[src/rtl/io_host_driver_pkg.sv]
// Shared definitions for the host-side CPU I/O port driver:
// bus widths, on/off levels, FSM state encoding and a counter sizing helper.
package io_host_driver_pkg;

  localparam int IOH_BIT_INST   = 16;
  localparam int IOH_BIT_DATA   = 8;
  localparam int IOH_FIFO_DEPTH = 4;

  localparam logic OFF = 1'b0;
  localparam logic ON  = 1'b1;

  typedef enum logic [1:0] {
    IOH_IDLE  = 2'd0,
    IOH_ISSUE = 2'd1,
    IOH_WAIT  = 2'd2,
    IOH_RESP  = 2'd3
  } ioh_state_e;

  // Width of a down-counter that must hold values up to max(int_cyc, rd_lat).
  function automatic int ioh_cnt_width(input int int_cyc, input int rd_lat);
    int m;
    m = (int_cyc > rd_lat) ? int_cyc : rd_lat;
    return $clog2(m + 1);
  endfunction

endpackage

[src/rtl/io_host_fifo.sv]
// Small synchronous command FIFO with show-ahead read data.
// A push while full is dropped even when a pop happens in the same cycle;
// a simultaneous push and pop on a non-full, non-empty FIFO keeps the count.
// DEPTH must be a power of two so the pointers wrap naturally.
module io_host_fifo
  import io_host_driver_pkg::*;
#(
  parameter int WIDTH = 8,
  parameter int DEPTH = IOH_FIFO_DEPTH
) (
  input  logic             clock,
  input  logic             reset,
  input  logic             i_push,
  input  logic [WIDTH-1:0] i_push_data,
  input  logic             i_pop,
  output logic [WIDTH-1:0] o_pop_data,
  output logic             o_full,
  output logic             o_empty
);

  localparam int AW = $clog2(DEPTH);

  logic [WIDTH-1:0] r_mem [DEPTH];
  logic [AW-1:0]    r_wr_ptr;
  logic [AW-1:0]    r_rd_ptr;
  logic [AW:0]      r_count;
  logic             w_push;
  logic             w_pop;

  assign o_full     = (r_count == (AW+1)'(DEPTH));
  assign o_empty    = (r_count == '0);
  assign w_push     = i_push & ~o_full;
  assign w_pop      = i_pop & ~o_empty;
  assign o_pop_data = r_mem[r_rd_ptr];

  // Storage array: written on an accepted push only.
  always_ff @(posedge clock) begin
    if (w_push) begin
      r_mem[r_wr_ptr] <= i_push_data;
    end
  end

  // Pointer and occupancy bookkeeping.
  always_ff @(posedge clock or posedge reset) begin
    if (reset) begin
      r_wr_ptr <= '0;
      r_rd_ptr <= '0;
      r_count  <= '0;
    end else begin
      if (w_push) begin
        r_wr_ptr <= r_wr_ptr + AW'(1);
      end
      if (w_pop) begin
        r_rd_ptr <= r_rd_ptr + AW'(1);
      end
      case ({w_push, w_pop})
        2'b10:   r_count <= r_count + (AW+1)'(1);
        2'b01:   r_count <= r_count - (AW+1)'(1);
        default: r_count <= r_count;
      endcase
    end
  end

endmodule

[src/rtl/io_host_driver.sv]
// Host-side master for the CPU I/O port. Each accepted command is issued as
// an interrupt window carrying io_inst/io_din; read commands then sample
// io_dout after a fixed latency and return it on the response stream.
// One command in flight at a time.
// Build option: IO_HOST_FIFO_EN adds a 4-entry command FIFO ahead of the FSM.
//
// Handshakes: a beat transfers on a rising clock edge where valid and ready
// are both high. The command side may drop or change cmd_* freely while
// cmd_ready is low. rsp_valid stays high and rsp_data stays stable until the
// edge on which rsp_ready is seen; rsp_ready with no rsp_valid has no effect.
module io_host_driver
  import io_host_driver_pkg::*;
#(
  parameter int BIT_INST = IOH_BIT_INST,
  parameter int BIT_DATA = IOH_BIT_DATA,
  parameter int INT_CYC  = 1,
  parameter int RD_LAT   = 2
) (
  input  logic                clock,
  input  logic                reset,
  input  logic                cmd_valid,
  output logic                cmd_ready,
  input  logic [BIT_INST-1:0] cmd_inst,
  input  logic [BIT_DATA-1:0] cmd_data,
  input  logic                cmd_rd,
  output logic                rsp_valid,
  input  logic                rsp_ready,
  output logic [BIT_DATA-1:0] rsp_data,
  output logic                busy,
  output logic                interrupt,
  output logic [BIT_INST-1:0] io_inst,
  output logic [BIT_DATA-1:0] io_din,
  input  logic [BIT_DATA-1:0] io_dout,
  output logic [1:0]          o_dbg_state
);

  localparam int CNT_W = ioh_cnt_width(INT_CYC, RD_LAT);
  localparam int CMD_W = 1 + BIT_INST + BIT_DATA;

  ioh_state_e          r_state;
  ioh_state_e          w_state_next;
  logic [CNT_W-1:0]    r_cnt;
  logic [CNT_W-1:0]    w_cnt_next;
  logic                r_rd;
  logic                w_rd_next;
  logic                r_interrupt;
  logic                w_interrupt_next;
  logic [BIT_INST-1:0] r_io_inst;
  logic [BIT_INST-1:0] w_io_inst_next;
  logic [BIT_DATA-1:0] r_io_din;
  logic [BIT_DATA-1:0] w_io_din_next;
  logic                r_rsp_valid;
  logic                w_rsp_valid_next;
  logic [BIT_DATA-1:0] r_rsp_data;
  logic [BIT_DATA-1:0] w_rsp_data_next;

  // Command presented to the FSM and the strobe that starts it.
  logic                w_take;
  logic [CMD_W-1:0]    w_head;
  logic                w_head_rd;
  logic [BIT_INST-1:0] w_head_inst;
  logic [BIT_DATA-1:0] w_head_data;

`ifdef IO_HOST_FIFO_EN
  logic             w_fifo_full;
  logic             w_fifo_empty;
  logic             w_push;
  logic [CMD_W-1:0] w_fifo_head;

  assign cmd_ready = ~w_fifo_full & ~reset;
  assign w_push    = cmd_valid & cmd_ready;
  assign w_take    = (r_state == IOH_IDLE) & ~w_fifo_empty;
  assign w_head    = w_fifo_head;
  assign busy      = (r_state != IOH_IDLE) | ~w_fifo_empty;

  io_host_fifo #(
    .WIDTH (CMD_W),
    .DEPTH (IOH_FIFO_DEPTH)
  ) u_fifo (
    .clock       (clock),
    .reset       (reset),
    .i_push      (w_push),
    .i_push_data ({cmd_rd, cmd_inst, cmd_data}),
    .i_pop       (w_take),
    .o_pop_data  (w_fifo_head),
    .o_full      (w_fifo_full),
    .o_empty     (w_fifo_empty)
  );
`else
  assign cmd_ready = (r_state == IOH_IDLE) & ~reset;
  assign w_take    = cmd_valid & cmd_ready;
  assign w_head    = {cmd_rd, cmd_inst, cmd_data};
  assign busy      = (r_state != IOH_IDLE);
`endif

  assign {w_head_rd, w_head_inst, w_head_data} = w_head;

  assign interrupt   = r_interrupt;
  assign io_inst     = r_io_inst;
  assign io_din      = r_io_din;
  assign rsp_valid   = r_rsp_valid;
  assign rsp_data    = r_rsp_data;
  assign o_dbg_state = r_state;

  // Next-state and next registered-output logic; everything holds by default.
  always_comb begin
    w_state_next     = r_state;
    w_cnt_next       = r_cnt;
    w_rd_next        = r_rd;
    w_interrupt_next = r_interrupt;
    w_io_inst_next   = r_io_inst;
    w_io_din_next    = r_io_din;
    w_rsp_valid_next = r_rsp_valid;
    w_rsp_data_next  = r_rsp_data;
    case (r_state)
      IOH_IDLE: begin
        if (w_take) begin
          w_state_next     = IOH_ISSUE;
          w_cnt_next       = CNT_W'(INT_CYC - 1);
          w_rd_next        = w_head_rd;
          w_interrupt_next = ON;
          w_io_inst_next   = w_head_inst;
          w_io_din_next    = w_head_data;
        end
      end
      IOH_ISSUE: begin
        if (r_cnt == '0) begin
          w_interrupt_next = OFF;
          w_io_inst_next   = '0;
          if (r_rd) begin
            // io_din keeps the operand while the CPU produces io_dout.
            w_state_next = IOH_WAIT;
            w_cnt_next   = CNT_W'(RD_LAT - 1);
          end else begin
            w_state_next  = IOH_IDLE;
            w_io_din_next = '0;
          end
        end else begin
          w_cnt_next = r_cnt - CNT_W'(1);
        end
      end
      IOH_WAIT: begin
        if (r_cnt == '0) begin
          w_state_next     = IOH_RESP;
          w_rsp_valid_next = ON;
          w_rsp_data_next  = io_dout;
        end else begin
          w_cnt_next = r_cnt - CNT_W'(1);
        end
      end
      IOH_RESP: begin
        // rsp_data deliberately keeps its last value after the handshake.
        if (rsp_ready) begin
          w_state_next     = IOH_IDLE;
          w_rsp_valid_next = OFF;
          w_io_din_next    = '0;
        end
      end
      default: begin
        w_state_next = IOH_IDLE;
      end
    endcase
  end

  // State and output registers; reset clears the in-flight command at once.
  always_ff @(posedge clock or posedge reset) begin
    if (reset) begin
      r_state     <= IOH_IDLE;
      r_cnt       <= '0;
      r_rd        <= OFF;
      r_interrupt <= OFF;
      r_io_inst   <= '0;
      r_io_din    <= '0;
      r_rsp_valid <= OFF;
      r_rsp_data  <= '0;
    end else begin
      r_state     <= w_state_next;
      r_cnt       <= w_cnt_next;
      r_rd        <= w_rd_next;
      r_interrupt <= w_interrupt_next;
      r_io_inst   <= w_io_inst_next;
      r_io_din    <= w_io_din_next;
      r_rsp_valid <= w_rsp_valid_next;
      r_rsp_data  <= w_rsp_data_next;
    end
  end

endmodule
[config.mk]
export PLATFORM = sky130hd
export DESIGN_NAME = io_host_driver
export DESIGN_NICKNAME = d
export VERILOG_FILES = /design/src/rtl/io_host_driver_pkg.sv /design/src/rtl/io_host_fifo.sv /design/src/rtl/io_host_driver.sv
export SDC_FILE = /design/constraint.sdc
export NUM_CORES = 1
export LEC_CHECK = 0
export CAP_MARGIN = 10
export CORE_MARGIN = 10
export CORE_UTILIZATION = 42
export DETAILED_ROUTE_END_ITERATION = 8
export HOLD_SLACK_MARGIN = 0.06
export PLACE_DENSITY = 0.83
export SETUP_SLACK_MARGIN = 0.15
export SLEW_MARGIN = 20
export SYNTH_ARGS = -nofsm -noshare
export SYNTH_HDL_FRONTEND = slang
export SYNTH_SLANG_ARGS = --single-unit
export TNS_END_PERCENT = 20
[constraint.sdc]
create_clock -name clock -period 2.63 [get_ports clock]
set_input_delay 0.789 -clock clock [delete_from_list [all_inputs] [get_ports clock]]
set_output_delay 0.789 -clock clock [all_outputs]
set_load 0.005 [all_outputs]
## Word level (Yosys, flattened, before mapping)

Index checks and enable logic that the tools add are counted.

- Add/sub/neg operators: 1
- Multiplexer cells: 25
- Equal/unequal tests: 10
- Bitwise logic cells: 3
- Reduce and logical (&&, ||, !) cells: 14

Operator list:

| cell | number |
|---|---|
| 16-bit 2-to-1 mux | 2 |
| 8-bit 2-to-1 mux | 4 |
| 16-bit one-hot mux with 2 select lines | 1 |
| 8-bit one-hot mux with 3 select lines | 1 |
| 2-bit 2-to-1 mux | 9 |
| 2-bit != test, second input constant | 6 |
| 2-bit one-hot mux with 4 select lines | 1 |
| 4-bit AND reduction | 2 |
| 2-bit one-hot mux with 3 select lines | 1 |
| 3-bit AND reduction | 2 |
| 2-bit nonzero test | 3 |
| 3-bit nonzero test | 2 |
| 5-bit AND reduction | 1 |
| 2-bit equality test, second input constant | 2 |
| 2-bit logical NOT | 2 |
| 1-bit 2-to-1 mux | 4 |
| 1-bit one-hot mux with 2 select lines | 2 |
| 2-bit AND reduction | 2 |
| 3-bit != test, second input constant | 1 |
| 1-bit AND | 2 |
| 2-bit by 1-bit equality test with 1-bit output, second input constant | 1 |
| 2-bit by 1-bit subtractor with 2-bit output, second input constant | 1 |
| 1-bit NOT | 1 |

- Output and inout port bits: 38
- Register bits: 39
- Input bits: 37
- Logic and storage cells: 61

## Depth between registers and ports, before layout

Gate-level depths: netlist (run 1).

- Depth in word-level cells: 5
- Depth in mapped cells: 8
- Mapped depth without buffers: 6

## Worst setup path after synthesis (run 1)

OpenSTA, ideal clock, no wires.

- Kind: reg-to-reg
- Start: reg r_state[0], in the netlist o_dbg_state[0]
- End: reg r_io_din[0], in the netlist io_din[0]
- Clock period less this slack: 2.131 ns
- Library setup time: 0.125 ns
- Path buffers: 1
- Arrival: 2.007 ns
- Slack: 0.499 ns
- Required time: 2.505 ns
- Cell stages (with the launch flop): 7
- Cells stage by stage: dfrtp_1 -> clkbuf_1 -> inv_1 -> ha_1 -> a222oi_1 -> nand2_2 -> mux2_2

- Word-level cells in the longest chain between the ends: 5
- Elaborated cells between the ends (all ways): 12
- Those cells by class: eq/ne (6); mux (1); bitwise (2); reduce/logical (3)

RTL lines:

| item | RTL line | source |
|---|---|---|
| from (decl) | io_host_driver.sv:40 | `ioh_state_e r_state;` |
| from (signal assigned) | io_host_driver.sv:177 | `r_state <= w_state_next;` |
| 2-bit logical NOT | io_host_driver.sv:90, io_host_driver.sv:115 |  |
| 1-bit AND | io_host_driver.sv:90 | `assign cmd_ready = (r_state == IOH_IDLE) & ~reset;` |
| 1-bit AND | io_host_driver.sv:91 | `assign w_take = cmd_valid & cmd_ready;` |
| 2-bit != test (no source line) | - |  |
| 5-bit AND reduction (no source line) | - |  |
| to (signal assigned) | io_host_driver.sv:182 | `r_io_din <= w_io_din_next;` |
| to (decl) | io_host_driver.sv:50 | `logic [BIT_DATA-1:0] r_io_din;` |

Parallel ways exist; a longest one is shown, timed or not.
A chain may end at the register's enable or synchronous reset.

## Final worst setup path (run 1)

- Start: in reset
- End: out cmd_ready

- Word-level cells in the longest chain between the ends: 2

RTL lines:

| item | RTL line | source |
|---|---|---|
| from (decl) | io_host_driver.sv:20 | `input logic reset,` |
| 1-bit NOT | io_host_driver.sv:90 |  |
| 1-bit AND | io_host_driver.sv:90 |  |
| to (decl) | io_host_driver.sv:22 | `output logic cmd_ready,` |

Every way passes these cells.

==> summary.md, run 1 <==
| Metric | Value |
|---|---|
| Status | `completed` |
| Layout cells sized above 1 | `13.8%` |
| Yosys cell types | `21` |
| Final Hold Viols | `0` |
| Met2 WL post-DR | `roughly 2200 µm` |
| R2r startpoint | `o_dbg_state[0]` |
| Clock power frac | `between 10 and 15%` |
| Tot GR Track Use | `12.2%` |
| Largest net degree at the start of global routing | `35` |
| Leak | `around 1.2 nW` |
| Slowest cell on crit path | `clkdlybuf4s50_1` |
| DRT Pass-1 Iters | `4` |
| Final setup fails | `0` |
| R2R Path End | `io_inst[8]` |
| Slew @ Worst Pin | `0.743 ns` |
| Period minus WS final | `2.37 ns` |
| Synth top area share | `53.9%` |
| Combinational share of power | `between 50% and 60%` |
| CP Capture Type | `output pin` |
| Clock-pin slew on the worst setup and hold paths | `about 0.070 ns` |
| Tcrit/Tclk final | `90.0%` |
| Worst hold slack | `0.482 ns` |
| GPL Wtd Cong | `0.714` |
| Detailed-route via count | `between 1k and 1.5k` |
| Crit path kind | `in2out` |
| Sw Pwr | `1.01 mW` |
| Die area | `0.00734 mm²` |
| Sw Ratio | `34.1%` |
| Global route total overflow | `0` |
| Overall power | `2.97 mW` |
| H-tree Lvls | `2` |
| Design Area, Final | `~0.0027 mm²` |
| Vias per Instance | `approximately 5` |
| ANT cells | `0` |
| Core area | `0.00409 mm²` |
| Initial antenna violation count | `0` |
| Initial drt markers | `23` |
| Max clock buf depth | `2` |
| Arrival time worst endpoint | `1.58 ns` |
| Ys Warns | `0` |
| Worst setup path end | `cmd_ready` |
| Cell Area, Synth | `0.00181 mm²` |
| PortBufs | `74` |
| Max-slew violations | `0` |
| Crit path largest cell delay | `0.42 ns` |
| Yosys top cell by area | `dfrtp_1` |
| Max Clock Freq | `422 MHz` |
| Cell row count | `23` |
| Post-Syn Instances | `171` |
| Crit-path cells | `clkdlybuf4s50_1 > nor2_1 > dlygate4sd2_1` |
| First-pass GRT wire length | `7370 µm` |
| Clock Latency Late Sink | `0.28 ns` |
| Area after DPL | `about 0.0026 mm²` |
| Fin util | `about two thirds` |
| CP Launch Type | `input port` |
| Post-Syn Nets | `216` |
| Wl on met1 | `1950 µm` |
| Post-DRT Antenna Nets | `0` |
| Final #Nets | `297` |
| Seq cells post-synth | `39` |
| TritonCTS buffer count | `5` |
| Crit-path max FO | `2` |
| Die X-Extent | `~86 µm` |
| Top layer reached by signal wires | `met4` |
| Max cap viols | `0` |
| R2R Setup Slk | `0.73 ns` |
| Pwr/cell area | `1090 mW/mm²` |
| DP HPWL | `3550 µm` |
| # DRC | `0` |
| Ports | `between 70 and 80` |
| Cell-internal power | `1.96 mW` |
| Worst Path Required | `1.84 ns` |
| CTS Sinks | `39` |
| Total wire length | `4500 µm` |
| DIE HEIGHT | `85.7 µm` |
| Avg Inst Size Synth | `10.6 µm²` |
| RSZ-0062 raised after global routing | `no` |
| VDD IR-drop max | `~0.58 mV` |
| Setup ws final | `0.263 ns` |
| CTS Root Cell | `clkbuf_8` |
| Starting density of the core | `44.3%` |
| Sequential share of power | `33.2%` |
| Post-synthesis sequential area ratio | `53.9%` |
| Area Overhead vs Synth | `51.1%` |
| Avg WL per Cell | `~15 µm` |
| R2R cell count | `8` |
| CP Launch Point | `reset` |
| Hold WC Path Type | `reg2reg` |
| Wire length on met3 | `351 µm` |
| Relative slew slack | `50.2%` |
| Hold Path Cell Cnt | `2` |
| Top cells by area, synth | `dfrtp_1 (54%), mux2_2 (11%), nand2b_1 (6.2%), o21ai_0 (5.8%), ha_1 (5.5%)` |
| Worst-case clock skew | `0.00371 ns` |
| Vias in the first global route | `~1.5k` |
| TritonCTS clock tree | `yes` |
| Setup WS pre-CTS | `-0.00728 ns` |
-- cells in the final DEF, fill, tap and decap left out --
cell and count:
clkinv_2 1, nand2_2 1, nor2b_1 7, ha_2 1
dlygate4sd2_1 1, nor3b_1 1, a31oi_1 1, a21oi_1 4
or2b_1 1, nand3_1 1, a22o_1 1, nor2_1 4
dfrtp_1 38, clkbuf_1 2, nand2b_1 18, and2_1 1
buf_4 6, buf_12 1, mux2i_1 2, ha_1 7
mux2_2 18, dfrtp_2 1, inv_2 1, o21ai_0 21
a222oi_1 1, inv_1 8, nand2_1 25, clkdlybuf4s50_1 73
clkinv_1 1, clkbuf_8 5
-- power groups by stage --
stage               combinational, mW  clock (mW)  sequential, mW
floorplan                       0.821           0            1.02
global placement                 1.58           0           0.990
detailed placement               1.62           0            1.01
CTS                              1.63       0.395           0.995
global route                     1.78       0.420            1.02
finish                           1.61       0.377           0.987
-- flip-flops by register name, summed over array words and instances, names as in the netlist, named ones only --
signal / cells
interrupt: 1
io_din: 8
io_inst: 16
o_dbg_state: 1
r_cnt: 2
r_rd: 1
rsp_data: 8
rsp_valid: 1
-- final cells by class --
class | count | area, µm²
Clock buffer | 7 | 76.3
Tap cell | 50 | 62.6
Fill cell | 344 | 1350
Inverter | 10 | 37.5
Clock inverter | 1 | 5.00
Multi-Input combinational cell | 115 | 773
Sequential cell | 39 | 977
Timing Repair Buffer | 81 | 805
-- through the flow --
step | std cells | setup TNS (ns)
2_1_floorplan | 171 | 0
3_3_place_gp | 294 | -0.0104
3_5_place_dp | 294 | -0.00728
4_1_cts | 302 | 0
5_1_grt | 303 | 0
6_report | 303 | 0
-- cells in the mapped netlist (all sizes together) --
| cell type | number |
|---|---|
| a21oi | 4 |
| a222oi | 1 |
| a22o | 1 |
| a31oi | 1 |
| and2 | 1 |
| clkbuf | 7 |
| dfrtp | 39 |
| ha | 8 |
| inv | 10 |
| mux2 | 18 |
| mux2i | 2 |
| nand2 | 26 |
| nand2b | 18 |
| nand3 | 1 |
| nor2 | 4 |
| nor2b | 7 |
| nor3b | 1 |
| o21ai | 21 |
| or2b | 1 |
-- logic make-up after synthesis --
| logic type | Yosys count | synth area share [%] |
|---|---|---|
| simple gates | 59 | 16.4 |
| flops | 39 | 53.9 |
| compound gates | 28 | 8.29 |
| mux | 20 | 12.3 |
| buf+inv | 17 | 3.52 |
| fa+ha+maj | 8 | 5.53 |
-- worst max-delay path, delay by kind of cell --
| kind | cells | cell delay [ns] |
|---|---|---|
| buffers and inverters | 2 | 0.67 |
| and+or+nand+nor | 1 | 0.12 |
-- repair_timing --
action,CTS,global route
endpoints found under the setup margin,2,1
pin swaps,0,0
hold endpoints to repair,0,0
hold buffers,0,0
setup buffers,0,1
gates resized for setup,2,1
-- routing by layer --
metal / vias to the layer above / global-route usage [%]
li1: 717 / -
met3: 5 / 4.82
met2: 45 / 19.6
met4: 0 / 3.59
met5: - / 0
met1: 704 / 14.7
-- worst min path at each step --
stage                 from     endpoint  slack (ns)
4_1_cts        io_inst[14]  io_inst[14]        0.49
2_1_floorplan    interrupt    interrupt        0.47
3_5_place_dp   io_inst[14]  io_inst[14]        0.47
3_3_place_gp   io_inst[10]  io_inst[10]        0.46
6_report       io_inst[14]  io_inst[14]        0.48
5_1_grt         io_inst[3]   io_inst[3]        0.51
Note: power is estimated with default switching activity, not from simulation.
==> inputs of run 2 (changes only) <==
--- a/config.mk
+++ b/config.mk
@@ -6,9 +6,10 @@
 export NUM_CORES = 1
 export LEC_CHECK = 0
 export CAP_MARGIN = 10
-export CORE_MARGIN = 10
+export CORE_MARGIN = 2
 export CORE_UTILIZATION = 42
 export DETAILED_ROUTE_END_ITERATION = 8
+export GPL_TIMING_DRIVEN = 0
 export HOLD_SLACK_MARGIN = 0.06
 export PLACE_DENSITY = 0.83
 export SETUP_SLACK_MARGIN = 0.15
==> run 2 against run 1 <==
Against the previous run:
- register-to-register slack got worse by 0.12 ns
- first-iteration DRC count rose to 5.0 times the previous value
- final area up 1.4%
- worst hold slack gained 0.0016 ns
- die area down 34%
- maximum frequency is 4.5% lower
- combinational power hardly changed
- via count is 0.48% lower
- wire length is 12% lower
- utilization increased by 0.92 points
==> summary.md, run 2 (synthesis results as in run 1) <==
| Metric | Value |
|---|---|
| Die area | `0.00485 mm² (-34%)` |
| Critical path buffers and inverters | `4 (+2)` |
| Crit-path cells | `clkbuf_8 > inv_2 > ha_4 > inv_1 > clkdlybuf4s50_1` |
| Sw Pwr | `1.02 mW (+0.89%)` |
| # DRC | `0 (unchanged)` |
| Initial drt markers | `114 (+400%)` |
| Fin util | `67.9% (+0.92 points)` |
| VDD IR-drop max | `0.538 mV (-7.5%)` |
| RSZ-0062 raised after global routing | `yes` |
| Cell-internal power | `2.06 mW (+5.2%)` |
| Vias per Instance | `4.82 (-0.80%)` |
| Ports | `75 (unchanged)` |
| Clock power frac | `15.3% (+2.6 points)` |
| Relative slew slack | `71.7% (+22 points)` |
| Total wire length | `3940 µm (-12%)` |
| Overall power | `3.08 mW (+3.7%)` |
| Final #Nets | `299 (+0.67%)` |
| Crit path kind | `reg2out` |
| Slowest cell on crit path | `clkdlybuf4s50_1` |
| Layout cells sized above 1 | `13.0% (-0.84 points)` |
| Most common cell after layout, fill and taps aside | `clkdlybuf4s50_1` |
| Detailed-route via count | `1,464 (-0.48%)` |
| DRT Pass-1 Iters | `4 (unchanged)` |
| Avg WL per Cell | `13.0 µm (-13%)` |
| Largest net degree at the start of global routing | `24 (-31%)` |
| Die X-Extent | `69.7 µm (-19%)` |
| Area after DPL | `0.00264 mm² (-0.14%)` |
| Global route total overflow | `0 (unchanged)` |
| Worst Path Required | `1.84 ns (about the same)` |
| Tot GR Track Use | `17.7% (+5.5 points)` |
| Clock Latency Late Sink | `0.28 ns (about the same)` |
| Crit path largest cell delay | `0.49 ns (+0.07 ns)` |
| Tcrit/Tclk final | `94.3% (+4.2 points)` |
| Status | `completed` |
| Sequential share of power | `32.5% (-0.7 points)` |
| CTS Sinks | `39 (unchanged)` |
| Pwr/cell area | `1110 mW/mm² (+2.3%)` |
| Crit-path max FO | `10 (+8)` |
| Core area | `0.00409 mm² (unchanged)` |
| Area Overhead vs Synth | `53.2%` |
| DP HPWL | `2890 µm (-19%)` |
| Hold WC Path Type | `reg2reg` |
| Max clock buf depth | `2 (unchanged)` |
| Leak | `1.22 nW (+0.53%)` |
| Max-slew violations | `0 (unchanged)` |
| Post-DRT Antenna Nets | `0 (unchanged)` |
| Multi-input combinational cell area | `783 µm² (+1.3%)` |
| PortBufs | `74 (unchanged)` |
| Most frequent cells in the layout | `clkdlybuf4s50_1 (73), dfrtp_1 (38), nand2_1 (25)` |
| CP Capture Type | `output pin` |
| Period minus WS final | `2.48 ns (+0.112 ns)` |
| Max Clock Freq | `403 MHz (-4.5%)` |
| Setup_tns | `0 ns (unchanged)` |
| Starting density of the core | `44.3% (unchanged)` |
| ANT cells | `0 (unchanged)` |
| Final-layout fill cell count | `325 (-5.5%)` |
| H-tree Lvls | `2 (unchanged)` |
| Vias in the first global route | `1,492 (+1.8%)` |
| Final Hold Viols | `0 (unchanged)` |
| Design Area, Final | `0.00277 mm² (+1.4%)` |
| Clock-pin slew on the worst setup and hold paths | `0.07 ns (about the same)` |
| First-pass GRT wire length | `6880 µm (-6.6%)` |
| FF+latch area | `977 µm² (unchanged)` |
| R2R Setup Slk | `0.61 ns (-0.12 ns)` |
| Initial antenna violation count | `0 (unchanged)` |
| CP Launch Type | `register` |
| DIE HEIGHT | `69.7 µm (-19%)` |
| Worst-case clock skew | `0.00378 ns (+0.0000685 ns)` |
| Slew @ Worst Pin | `0.420 ns (-0.323 ns)` |
| Largest delay share family, worst path | `buffers and inverters` |
| Arrival time worst endpoint | `1.69 ns (+0.11 ns)` |
| Cell row count | `23 (unchanged)` |
| Combinational share of power | `52.2% (-1.9 points)` |
| TritonCTS buffer count | `5 (unchanged)` |
| Max cap viols | `0 (unchanged)` |
| CTS Root Cell | `clkbuf_8` |
| Max FFs per register | `16 (unchanged)` |
| GPL Wtd Cong | `0.746 (+4.5%)` |
| TritonCTS clock tree | `yes` |
| Final setup fails | `0 (unchanged)` |
| Sw Ratio | `33.2% (-0.93 points)` |
-- run 2: changes by cell type in the layout (fill, tap and decap cells not counted), sizes merged --
cell and delta:
clkbuf +6, buf -5, clkinv -2, bufinv +1
inv +1
-- run 2: repair_timing --
| action | CTS | global route |
|---|---|---|
| hold buffers | 0 | 0 |
| pin swaps | 1 | 1 |
| setup buffers | 0 | 1 |
| resized for setup | 8 | 0 |
| endpoints found under the setup margin | 3 | 10 |
-- run 2: layer usage --
metal | routed length (µm) | track usage, % | share of wire [%]
met1 | 1780 | 22.6 | 45
met2 | 1870 | 29.8 | 48
met3 | 219 | 4.22 | 5.6
met4 | 66 | 5.77 | 1.7
met5 | 0 | 0 | 0
-- run 2: worst register-to-register path: cells and delay by family (launching register included) --
family                   cells  cell delay (ns)
buffers and inverters        2             0.34
AND/OR/NAND/NOR              1             0.13
AO/OA/AOI/OAI                1             0.40
multiplexers                 1             0.30
flip-flops                   1             0.46
adder cells (fa/ha/maj)      1             0.28
-- run 2: path summary, 6_finish.rpt --
| kind | startpoint | endpoint | depth (start not counted) |
|---|---|---|---|
| setup / recovery | o_dbg_state[0] | busy | 5 |
| hold / removal | io_inst[10] | io_inst[10] | 2 |
| setup reg to reg | register | io_din[2] | 6 |
| hold reg to reg | io_inst[10] | io_inst[10] | 2 |
| max in group asynchronous | reset | io_inst[10] | 3 |
| min in group asynchronous | reset | r_rd | 2 |
-- run 2: final cells by class --
| type | count | share of cell area (%) |
|---|---|---|
| Clock inverter | 1 | 1.08 |
| Inverter | 10 | 1.35 |
| Buffer | 7 | 1.31 |
| Timing Repair Buffer | 76 | 27.9 |
| Sequential cell | 39 | 35.2 |
| Tap cell | 50 | 2.26 |
| Multi-Input combinational cell | 115 | 28.2 |
| Clock buffer | 6 | 2.62 |
-- run 2: stage by stage --
step	instances	worst slack, ns	hold slack, ns
finish	304	0.151	0.483
global route	304	0.0683	0.514
CTS	303	0.138	0.486
detailed placement	296	-0.0947	0.469
global placement	295	-0.0775	0.461
floorplan	171	0.499	0.473
-- run 2: power groups by stage --
stage	clock network, mW	registers (mW)	logic (mW)
detailed placement	0	1.01	1.56
global placement	0	1.00	1.53
global route	0.514	1.04	1.78
floorplan	0	1.02	0.821
finish	0.472	1.00	1.61
CTS	0.491	1.00	1.61
==> inputs of run 3 (changes only) <==
--- a/config.mk
+++ b/config.mk
@@ -11,7 +11,7 @@
 export DETAILED_ROUTE_END_ITERATION = 8
 export GPL_TIMING_DRIVEN = 0
 export HOLD_SLACK_MARGIN = 0.06
-export PLACE_DENSITY = 0.83
+export PLACE_DENSITY = 0.89
 export SETUP_SLACK_MARGIN = 0.15
 export SLEW_MARGIN = 20
 export SYNTH_ARGS = -nofsm -noshare
==> run 3 against run 2 <==
Against the previous run:
- combinational power about the same
- first-iteration DRC count decreased by 1.8%
- count of clock-buffer cells in the layout unchanged
- clock power decreased by 16%
- global-route usage shrank 0.23 points
- setup slack better by 0.032 ns
- critical path depth unchanged
- sequential power hardly changed
- critical endpoint is now io_din[4]
- sequential share of layout area rose by 0.30 points
- largest power group unchanged
- wire length is 1.9% higher
- register-to-register slack worse by 0.13 ns
==> summary.md, run 3 (synthesis results as in run 1) <==
| Metric | Value |
|---|---|
| TritonCTS buffer count | `5 (unchanged)` |
| R2R Setup Slk | `0.48 ns (-0.13 ns)` |
| Final Hold Viols | `0 (unchanged)` |
| RSZ-0062 raised after global routing | `yes` |
| VDD IR-drop max | `0.500 mV (-7.1%)` |
| Wl on met1 | `1740 µm (-2.2%)` |
| Slew @ Worst Pin | `0.577 ns (+0.157 ns)` |
| Max-slew violations | `0 (unchanged)` |
| Clock-pin slew on the worst setup and hold paths | `0.07 ns (about the same)` |
| Die area | `0.00485 mm² (unchanged)` |
| Period minus WS final | `2.45 ns (-0.0323 ns)` |
| CP Capture Type | `register` |
| Cell row count | `23 (unchanged)` |
| Vias per Instance | `4.89 (+1.6%)` |
| Total wire length | `4020 µm (+1.9%)` |
| Leak | `1.21 nW (-0.66%)` |
| ANT cells | `0 (unchanged)` |
| Post-DRT Antenna Nets | `0 (unchanged)` |
| R2r startpoint | `o_dbg_state[0]` |
| Final setup fails | `0 (unchanged)` |
| Worst-case clock skew | `0.00219 ns (-0.00159 ns)` |
| CTS Sinks | `39 (unchanged)` |
| Area Overhead vs Synth | `52.1%` |
| Tcrit/Tclk final | `93.0% (-1.2 points)` |
| Setup_tns | `0 ns (unchanged)` |
| HP Start | `io_inst[14]` |
| Most common cell after layout, fill and taps aside | `clkdlybuf4s50_1` |
| Relative slew slack | `61.5% (-10 points)` |
| Final-layout fill cell count | `314 (-3.4%)` |
| FF+latch area | `978 µm² (+0.13%)` |
| Area after DPL | `0.00264 mm² (unchanged)` |
| PortBufs | `74 (unchanged)` |
| Detailed-route via count | `1,488 (+1.6%)` |
| Slowest cell on crit path | `a222oi_1` |
| Pwr/cell area | `1090 mW/mm² (-1.8%)` |
| Avg WL per Cell | `13.2 µm (+1.9%)` |
| Met2 WL post-DR | `2010 µm (+7.3%)` |
| Crit-path max FO | `8 (-2)` |
| # DRC | `0 (unchanged)` |
| Hold WC Path Type | `reg2reg` |
| First-pass GRT wire length | `6780 µm (-1.5%)` |
| Non-filler cells, final | `304 (unchanged)` |
| Die X-Extent | `69.7 µm (unchanged)` |
| Placed cell count | `296 (unchanged)` |
| CP Launch Type | `input port` |
| Crit path kind | `in2reg` |
| Crit-path cells | `clkdlybuf4s50_1 > or2b_1 > a222oi_1 > nand2_2 > mux2_2` |
| Status | `completed` |
| DIE HEIGHT | `69.7 µm (unchanged)` |
| Top layer reached by signal wires | `met4` |
| GPL Wtd Cong | `0.739 (-0.98%)` |
| CTS Root Cell | `clkbuf_8` |
| Design Area, Final | `0.00275 mm² (-0.72%)` |
| Layout cells sized above 1 | `13.8% (+0.79 points)` |
| CP Launch Point | `cmd_valid` |
| Arrival time worst endpoint | `2.61 ns (+0.92 ns)` |
| Wire length on met3 | `246 µm (+12%)` |
| DP HPWL | `3050 µm (+5.5%)` |
| Worst Path Required | `2.79 ns (+0.95 ns)` |
| Crit path largest cell delay | `0.47 ns (-0.02 ns)` |
| CTS Hold Buffers Added | `0 (unchanged)` |
| TritonCTS clock tree | `yes` |
| Max FFs per register | `16 (unchanged)` |
| Fin util | `67.4% (-0.49 points)` |
| Global route total overflow | `0 (unchanged)` |
| Largest net degree at the start of global routing | `21 (-13%)` |
| Starting density of the core | `44.3% (unchanged)` |
| Final #Nets | `299 (unchanged)` |
| Max Clock Freq | `409 MHz (+1.3%)` |
| Vias in the first global route | `1,472 (-1.3%)` |
| Max clock buf depth | `2 (unchanged)` |
| Core area | `0.00409 mm² (unchanged)` |
| Initial antenna violation count | `0 (unchanged)` |
| Most frequent cells in the layout | `clkdlybuf4s50_1 (73), dfrtp_1 (37), nand2_1 (25)` |
| Tot GR Track Use | `17.5% (-0.23 points)` |
| H-tree Lvls | `2 (unchanged)` |
| Initial drt markers | `112 (-1.8%)` |
| Ports | `75 (unchanged)` |
| Max cap viols | `0 (unchanged)` |
| Multi-input combinational cell area | `783 µm² (unchanged)` |
| Clock Latency Late Sink | `0.28 ns (about the same)` |
| DRT Pass-1 Iters | `4 (unchanged)` |
==> run 3: cell count changes in the layout (fill, tap and decap cells not counted), sizes merged <==
cell	previous run	this run
bufinv	1	0
buf	2	3
clkbuf	13	12
clkinv	0	1
==> run 3: cell type report <==
class,count,area share [%]
sequential,39,35.5
multi-input combinational,115,28.4
timing repair buffer,76,28.1
clock buffer,6,3.00
tap,50,2.27
inverter,10,1.36
buffer,7,1.09
clock inverter,1,0.182
==> run 3: worst max-delay path: cells and delay by family <==
| kind | cells | cell delay (ns) |
|---|---|---|
| buffers and inverters | 1 | 0.46 |
| AOI/OAI and AO/OA | 1 | 0.47 |
| muxes | 1 | 0.34 |
| and+or+nand+nor | 2 | 0.54 |
==> run 3: repair_timing <==
item,in CTS,in global routing
endpoints found under the setup margin,10,10
gates cloned,0,0
setup buffers,1,0
endpoints found under the hold margin,0,0
pin swaps,1,0
gates resized for setup,7,2
==> run 3: stage by stage <==
stage               setup WS (ns)  power, mW  hold slack (ns)
floorplan                   0.499       1.84            0.473
global placement          -0.0861       2.52            0.460
detailed placement         -0.119       2.59            0.472
CTS                         0.156       3.04            0.487
global route                0.113       3.26            0.512
finish                      0.183       3.00            0.481
==> run 3: layer usage <==
layer / track usage, % / up-vias
li1: - / 724
met1: 22.0 / 713
met2: 29.8 / 49
met3: 4.94 / 2
met4: 4.49 / 0
met5: 0 / -
==> run 3: final timing paths <==
kind                             endpoint  cells past startpoint
min in group asynchronous        r_cnt[1]                      2
min                           io_inst[14]                      2
max                             io_din[4]                      5
min reg2reg                   io_inst[14]                      2
max in group asynchronous  o_dbg_state[0]                      3
max reg2reg                     io_din[4]                      5
==> run 3: report_power, final <==
| part | total, mW | internal (mW) | switching (mW) |
|---|---|---|---|
| registers | 0.994 | 0.862 | 0.133 |
| logic | 1.61 | 0.909 | 0.703 |
| clock network | 0.397 | 0.206 | 0.192 |
